### src/rtl/uart_transmitter_buffered.sv
// Buffered 8N1 UART transmitter: byte FIFO feeding a serializer that drives serial_out.
// Latency: a push into an empty FIFO while idle starts the start bit on the next cycle; a frame is 10 symbol times.
// Backpressure: data_in_ready is low only while the FIFO is full or reset is asserted.
module uart_transmitter_buffered #(
   parameter int CLOCK_FREQ = 50_000_000,
   parameter int BAUD_RATE  = 115_200,
   parameter int FIFO_DEPTH = 8
) (
   input  logic                             clk,
   input  logic                             rst,
   input  logic [7:0]                       data_in,
   input  logic                             data_in_valid,
   output logic                             data_in_ready,
   output logic                             serial_out,
   output logic                             tx_busy,
   output logic [$clog2(FIFO_DEPTH+1)-1:0]  fifo_count
);
   localparam int SYMBOL_EDGE_TIME = CLOCK_FREQ / BAUD_RATE;
   localparam int BW = (SYMBOL_EDGE_TIME > 1) ? $clog2(SYMBOL_EDGE_TIME) : 1;
   localparam int PW = $clog2(FIFO_DEPTH);
   localparam int CW = $clog2(FIFO_DEPTH + 1);

   localparam logic [BW-1:0] BAUD_LAST = BW'(SYMBOL_EDGE_TIME - 1);
   localparam logic [BW-1:0] BAUD_ONE  = BW'(1);
   localparam logic [PW-1:0] PTR_ONE   = PW'(1);
   localparam logic [CW-1:0] CNT_ONE   = CW'(1);
   localparam logic [CW-1:0] CNT_FULL  = CW'(FIFO_DEPTH);

   typedef enum logic [1:0] {
      IDLE  = 2'd0,
      START = 2'd1,
      DATA  = 2'd2,
      STOP  = 2'd3
   } state_t;

   state_t         state_q, state_d;
   logic [7:0]     shift_q, shift_d;
   logic [2:0]     bit_idx_q, bit_idx_d;
   logic [BW-1:0]  baud_q, baud_d;
   logic           serial_q, serial_d;

   logic [7:0]     mem [FIFO_DEPTH];
   logic [PW-1:0]  wr_ptr, rd_ptr;
   logic [CW-1:0]  count_q;

   logic           full, empty, push, pop, bit_end;

   assign full          = (count_q == CNT_FULL);
   assign empty         = (count_q == '0);
   assign data_in_ready = !full && !rst;
   assign push          = data_in_valid && data_in_ready;
   assign bit_end       = (baud_q == BAUD_LAST);

   assign serial_out = serial_q;
   assign tx_busy    = (state_q != IDLE) || !empty;
   assign fifo_count = count_q;

   // Next-state, pop request and next line level; the head byte is popped on the edge entering START.
   always_comb begin
      state_d   = state_q;
      shift_d   = shift_q;
      bit_idx_d = bit_idx_q;
      baud_d    = bit_end ? '0 : baud_q + BAUD_ONE;
      pop       = 1'b0;
      serial_d  = 1'b1;

      case (state_q)
         IDLE: begin
            baud_d = '0;
            if (!empty) begin
               pop       = 1'b1;
               shift_d   = mem[rd_ptr];
               bit_idx_d = '0;
               state_d   = START;
            end
         end
         START: begin
            if (bit_end) begin
               state_d = DATA;
            end
         end
         DATA: begin
            if (bit_end) begin
               shift_d   = {1'b0, shift_q[7:1]};
               bit_idx_d = bit_idx_q + 3'd1;
               if (bit_idx_q == 3'd7) begin
                  state_d = STOP;
               end
            end
         end
         STOP: begin
            if (bit_end) begin
               if (!empty) begin
                  // Chain straight into the next frame with no idle gap.
                  pop       = 1'b1;
                  shift_d   = mem[rd_ptr];
                  bit_idx_d = '0;
                  state_d   = START;
               end else begin
                  state_d = IDLE;
               end
            end
         end
         default: state_d = IDLE;
      endcase

      // Line level follows the state being entered so serial_out comes straight off a flop.
      case (state_d)
         IDLE:    serial_d = 1'b1;
         START:   serial_d = 1'b0;
         DATA:    serial_d = shift_d[0];
         default: serial_d = 1'b1;
      endcase
   end

   // Serializer state, shift register, bit index, baud counter and registered line output.
   always_ff @(posedge clk) begin
      if (rst) begin
         state_q   <= IDLE;
         shift_q   <= '0;
         bit_idx_q <= '0;
         baud_q    <= '0;
         serial_q  <= 1'b1;
      end else begin
         state_q   <= state_d;
         shift_q   <= shift_d;
         bit_idx_q <= bit_idx_d;
         baud_q    <= baud_d;
         serial_q  <= serial_d;
      end
   end

   // FIFO pointers and occupancy; pointers wrap naturally because the depth is a power of two.
   always_ff @(posedge clk) begin
      if (rst) begin
         wr_ptr  <= '0;
         rd_ptr  <= '0;
         count_q <= '0;
      end else begin
         if (push) begin
            wr_ptr <= wr_ptr + PTR_ONE;
         end
         if (pop) begin
            rd_ptr <= rd_ptr + PTR_ONE;
         end
         case ({push, pop})
            2'b10:   count_q <= count_q + CNT_ONE;
            2'b01:   count_q <= count_q - CNT_ONE;
            default: count_q <= count_q;
         endcase
      end
   end

   // FIFO storage; a same-slot pop reads the old entry because the write lands at the edge.
   always_ff @(posedge clk) begin
      if (push) begin
         mem[wr_ptr] <= data_in;
      end
   end

endmodule

### config.mk
export PLATFORM = sky130hd
export DESIGN_NAME = uart_transmitter_buffered
export DESIGN_NICKNAME = d
export VERILOG_FILES = /design/src/rtl/uart_transmitter_buffered.sv
export SDC_FILE = /design/constraint.sdc
export NUM_CORES = 1
export LEC_CHECK = 0
export ABC_AREA = 1
export CAP_MARGIN = 20
export CORE_UTILIZATION = 54
export DETAILED_ROUTE_END_ITERATION = 12
export GPL_ROUTABILITY_DRIVEN = 1
export MAX_ROUTING_LAYER = met4
export PLACE_DENSITY_LB_ADDON = 0.12
export SLEW_MARGIN = 40
export SYNTH_ARGS = -nofsm -noshare
export SYNTH_HDL_FRONTEND = slang
export SYNTH_SLANG_ARGS = --single-unit
export TNS_END_PERCENT = 20
### constraint.sdc
create_clock -name clk -period 2.26 [get_ports clk]
set_clock_uncertainty 0.15 [all_clocks]
set_input_delay 0.678 -clock clk [delete_from_list [all_inputs] [get_ports clk]]
set_output_delay 0.678 -clock clk [all_outputs]
set_load 0.02 [all_outputs]
==> run metrics, run 1 <==
Synth area leaders=edfxtp_1, dfxtp_1, nand2_1; Setup Viol. Count Final=2; met1 wire length=4.342 mm; met2 WL=4.581 mm; Max clock buf depth=2; clk_lat worst skew=370 ps; vias post-DR=3435; CP arrival=2390 ps; H-tree levels=3; Hold Vio Cnt, Final=0; Cell Area, Synth=4521 um2; Hold Path Sink=bit_idx_q[1]; fmax=0.4409 GHz; failing checks=setup timing; met3 routed WL=497 um; full die area=8741 um2; Reg2Reg Depth=13; Final Util=66.53%; flops & latches, synth=100; number of global-route vias before repair=3267; Post-DRT Antenna Nets=0; chip height=93.50 um; hold crit path type=flop to flop; pre-CTS setup slack=-495.0 ps; flop2flop setup slack=-8 ps; pwr/cell area=1097 nW/um2; most used cell, CP=ha_4; Pleak=2.198 nW; post-synthesis cell type count=35; DIE WIDTH=93.50 um; Final Max Tran Viols=0; final RePlAce weighted congestion=0.8356; HP Start=bit_idx_q[1]; final wirelength=9.554 mm; crit-path max cell delay=340 ps; Worst setup SP type=flop; row cnt=33; drt drc=0; Hold-fix buffers, CTS=0; Initial Util=55.30%; CP required=2380 ps; RSZ-0062 raised after global routing=true; Placed Area=5130 um2; status=complete, but fails checks; normalized max-slew margin=70.10%; Worst VDD drop=724.8 uV; cell taking the most area after synthesis=edfxtp_1; antenna violations before repair=0; Iter 0 DRT Violations=211; total power=0.005968 W; Mapped Cells=482; global-route wire length before repair=15.69 mm; HPWL after detailed placement=6.742 mm; WL/cell=14.70 um; I/O Buffers=17; final worst slack=-7.895 ps; cell chain of the critical path=inv_2 > ha_4 > nand2_4 > nor2_4 > nand4_1 > a21oi_4 > ha_4 > xor2_4 > ha_4 > a21oi_2 > xnor2_1 > o21ai_1 > inv_1; Syn Nets=508; Hold Crit Depth=2; Yosys Warn Count=0; Area Growth Syn to Fin=20.32%; crit path kind=flop to flop; Clock Tree Root=clkbuf_8; Min Clock Period, post-route=2268 ps; Avg Cell Area, Syn=9.379 um2; reg2reg end=fifo_count[2]; # diodes=0; clock-pin slew on the worst setup and hold paths=100 ps; layout cells sized above 1=19.63%; Placed Cells=629; Pre-Repair DR Iteration Count=5; core box area=8175 um2; part of the cycle the worst path needs=100.3%; top sig layer=met4; crit-path max FO=3; Max-Cap Viols=0; top cell type's share of synthesized area=42.51%; final cell count without fillers=650; sequential share of the synthesized area=58.46%; # clock sinks=100; Crit. End Element=flop; worst r2r src=baud_q[1]; gr usage total=24.80%; Top-Level Pins=18; Final Cell Area=5439 um2; largest net degree at the start of global routing=33; final net count=566; Num CTS Buffers=9; CP max stage cell=dfxtp_2; Tightest Pin Transition=448.1 ps; TritonCTS clock tree=done; total gr overflow=0; Via density=5.285
==> worst max-delay path: cells and delay by family (launching register included) <==
kind,cells,cell delay (ps)
AO/OA/AOI/OAI,3,420
XOR/XNOR,2,310
adder cells (fa/ha/maj),3,520
buffers and inverters,2,100
flip-flops,1,340
AND/OR/NAND/NOR,3,340
==> state kept, by name, indices dropped and copies added (netlist names), named ones only <==
name	cells
serial_out	1
fifo_count	4
baud_q	9
shift_q	8
mem	64
rd_ptr	3
wr_ptr	3
state_q	2
bit_idx_q	3
==> stage by stage <==
step	hold slack, ps	setup TNS [ps]
finish	321.1	-15.45
global route	362.0	-224.0
CTS	323.7	-111.4
detailed placement	309.5	-23650
global placement	304.0	-21710
floorplan	285.8	-6.322
==> how the worst max path moves through the flow <==
stage	from	end	slack (ps)
after floorplan	baud_q[1]	fifo_count[2]	-6
after global placement	rst	data_in_ready	-480
after detailed placement	rst	data_in_ready	-490
after CTS	fifo_count[0]	tx_busy	-50
after global routing	baud_q[1]	fifo_count[2]	-130
final	baud_q[1]	fifo_count[2]	-8
==> cell usage after synthesis, drive strengths merged <==
cell type,n
inv,37
and3,1
clkinv,2
nand4,3
xnor2,1
nand3,71
clkbuf,3
o21ai,14
o21a,3
dfxtp,36
edfxtp,64
nor3,3
buf,10
nor2,33
and2,1
ha,15
a21oi,23
nor3b,3
xor2,3
or2,1
a31oi,4
nand2,151
==> kinds of logic (layout without fill, tap and decap cells) <==
kind of cell | after synthesis | count (layout) | share of synthesized area, %
compound gates | 44 | 44 | 6.062
xor+xnor | 4 | 4 | 0.7751
fa+ha+maj | 15 | 15 | 4.152
buf+inv | 52 | 115 | 4.678
flops | 100 | 100 | 58.46
simple gates | 267 | 267 | 25.88
==> layer usage <==
layer,global-route usage [%],up-vias
li1,-,1735
met1,33.17,1590
met2,37.32,100
met3,5.772,10
met4,8.590,0
met5,-,-
==> area by class of cell <==
type                            instances  area, um2
Inverter                               39      148.9
Clock buffer                            9      123.9
Sequential cell                       100       2661
Tap cell                              105      131.4
Multi-Input combinational cell        330       1800
Fill cell                             658       2736
Timing Repair Buffer                   60      491.7
Clock inverter                          7      81.33
==> placed cells by master, fill, tap and decap left out, drive strengths merged, types with 3 or more instances in the layout <==
master / netlist / routed
clkbuf: 3 / 9
edfxtp: 64 / 64
buf: 10 / 45
dfxtp: 36 / 36
nor2: 33 / 33
nand2: 151 / 151
o21a: 3 / 3
xor2: 3 / 3
o21ai: 14 / 14
nor3: 3 / 3
nand3: 71 / 71
a31oi: 4 / 4
inv: 37 / 42
ha: 15 / 15
clkdlybuf4s50: 0 / 11
nand4: 3 / 3
clkinv: 2 / 4
a21oi: 23 / 23
dlygate4sd2: 0 / 3
nor3b: 3 / 3
==> what timing repair did <==
action	in CTS	in global routing
pin swaps	4	9
setup buffers	0	5
gates cloned	0	0
resized for setup	11	20
setup endpoints to repair	8	40
==> report_power, final <==
part | switching (W) | internal (W) | leakage, nW
clock | 0.000707 | 0.000450 | 0.104
sequential | 0.000117 | 0.00213 | 0.875
combinational | 0.00152 | 0.00105 | 1.22
total | 0.00235 | 0.00362 | 2.20
Note: power is estimated with default switching activity, not from simulation.
==> run 2: changes to the inputs <==
==> constraint.sdc (replaced) <==
create_clock -name clk -period 2.26 [get_ports clk]
set_clock_uncertainty 0.15 [all_clocks]
set_input_delay 0.452 -clock clk [delete_from_list [all_inputs] [get_ports clk]]
set_output_delay 0.452 -clock clk [all_outputs]
set_load 0.02 [all_outputs]
==> run metrics, run 2 (synthesis results as in run 1) <==
full die area=8741 um2 (unchanged); largest net degree at the start of global routing=33 (unchanged); antenna violations before repair=0 (unchanged); vias post-DR=3472 (was 3435); final RePlAce weighted congestion=0.8720 (was 0.8356); clk_lat worst skew=360 ps (was 370 ps); part of the cycle the worst path needs=103.2% (was 100.3%); most frequent cells in the layout=nand2_1, nand3_1, edfxtp_1 (unchanged); Iter 0 DRT Violations=276 (was 211); Reg area=2656 um2 (was 2661 um2); Max clock buf depth=2 (unchanged); layout cells sized above 1=17.47% (was 19.63%); TNS Setup=-143.2 ps (was -15.45 ps); WL/cell=14.69 um (was 14.70 um); TritonCTS clock tree=done (unchanged); hold crit path type=flop to flop (unchanged); fmax=0.4288 GHz (was 0.4409 GHz); multi-input logic area=1770 um2 (was 1800 um2); Pre-Repair DR Iteration Count=5 (unchanged); status=complete, but fails checks (unchanged); RSZ-0062 raised after global routing=true (unchanged); Layout fillers=675 (was 658); Final Cell Area=5334 um2 (was 5439 um2); Top-Level Pins=18 (unchanged); Max-Cap Viols=0 (unchanged); Post-DRT Antenna Nets=0 (unchanged); core box area=8175 um2 (unchanged); Clock Tree Root=clkbuf_8 (unchanged); Largest register FFs=64 (unchanged); final wirelength=9.443 mm (was 9.554 mm); final net count=559 (was 566); H-tree levels=3 (unchanged); Tightest Pin Transition=559.8 ps (was 448.1 ps); Min Clock Period, post-route=2332 ps (was 2268 ps); Top reg by flops=mem (unchanged); total gr overflow=0 (unchanged); final worst slack=-72.06 ps (was -7.895 ps); Pleak=2.116 nW (was 2.198 nW); Crit. End Element=flop (unchanged); pwr/cell area=1080 nW/um2 (was 1097 nW/um2); HPWL after detailed placement=6.590 mm (was 6.742 mm); clock-pin slew on the worst setup and hold paths=110 ps (was 100 ps); hold slack final=325.6 ps (was 321.1 ps); crit-path max FO=3 (unchanged); Initial Util=55.30% (unchanged); total power=0.005759 W (was 0.005968 W); Setup Viol. Count Final=3 (was 2); drt drc=0 (unchanged); Hold Vio Cnt, Final=0 (unchanged); Worst setup SP type=flop (unchanged); CP arrival=2450 ps (was 2390 ps); number of global-route vias before repair=3147 (was 3267); gr usage total=23.68% (was 24.80%); chip height=93.50 um (unchanged); row cnt=33 (unchanged); # diodes=0 (unchanged); Num CTS Buffers=9 (unchanged); Placed Area=5100 um2 (was 5130 um2); I/O Buffers=17 (unchanged); Worst VDD drop=930.8 uV (was 724.8 uV); Area Growth Syn to Fin=17.99% (was 20.32%); global-route wire length before repair=15.17 mm (was 15.69 mm); # clock sinks=100 (unchanged); DIE WIDTH=93.50 um (unchanged); normalized max-slew margin=62.64% (was 70.10%); failing checks=setup timing (unchanged); Via density=5.400 (was 5.285); commonest non-fill, non-tap cell in the layout=nand2_1 (unchanged); Final Max Tran Viols=0 (unchanged); CP required=2380 ps (about the same); crit path kind=flop to flop (unchanged); biggest regs=mem (64), baud_q (9), shift_q (8) (unchanged)
-- run 2: cell types whose count changed in the layout (fill, tap and decap cells not counted), moves of 2 or more --
cell,change
ha_4,-2
dfxtp_2,+2
ha_1,+2
clkdlybuf4s50_1,+4
buf_6,-2
dfxtp_4,-2
buf_4,-6
nand2_4,-2
-- run 2: layout make-up --
cell class                      count  area share, %
Clock buffer                        9          2.322
Clock inverter                      7          1.220
Inverter                           39          2.791
Multi-Input combinational cell    330          33.19
Sequential cell                   100          49.80
Tap cell                          105          2.463
Timing Repair Buffer               53          8.210
-- run 2: worst paths after layout --
path / to / cells after the start / start / slack, ps
worst min-delay path: bit_idx_q[1] / 2 / bit_idx_q[1] / 330
worst min register to register: bit_idx_q[1] / 2 / bit_idx_q[1] / 330
worst max register to register: fifo_count[2] / 13 / baud_q[1] / -70
worst max-delay path: fifo_count[2] / 13 / baud_q[1] / -70
-- run 2: critical path, cell delays in order (launching register included) --
cell	delay [ps]
dfxtp_2	340
inv_2	50
ha_4	110
nand2_2	50
nor2_4	120
nand4_1	190
a21oi_4	240
ha_4	230
xor2_4	220
ha_2	210
a21oi_2	40
xnor2_1	120
o21ai_1	110
inv_1	40
-- run 2: per-layer routing --
metal  wire length, um  vias up  GRT usage, %  part of all wire, %
li1                  -     1716             -                    -
met5                 0        -             -                    0
met1              4347     1612         32.39                   46
met4               159        0         7.564                  1.7
met3               698       13         5.041                  7.4
met2              4238      131         35.48                   45
-- run 2: repair_timing --
action / in CTS / in global routing
pin swaps: 3 / 10
resized for setup: 5 / 5
endpoints found under the setup margin: 5 / 5
buffers inserted: 0 / 1
hold buffers: 0 / 0
-- run 2: per-stage QoR --
stage	utilization, %	cells	setup slack [ps]
3_3_place_gp	62.38	626	-57.03
3_5_place_dp	62.38	626	-160.8
5_1_grt	65.24	643	-163.6
6_report	65.24	643	-72.06
4_1_cts	64.92	642	1.554
2_1_floorplan	-	482	-6.320
-- run 2: power breakdown --
part | internal (W) | total (W) | switching [W]
Clock | 0.000428 | 0.00110 | 0.000668
Sequential | 0.00212 | 0.00227 | 0.000148
Combinational | 0.000951 | 0.00239 | 0.00144
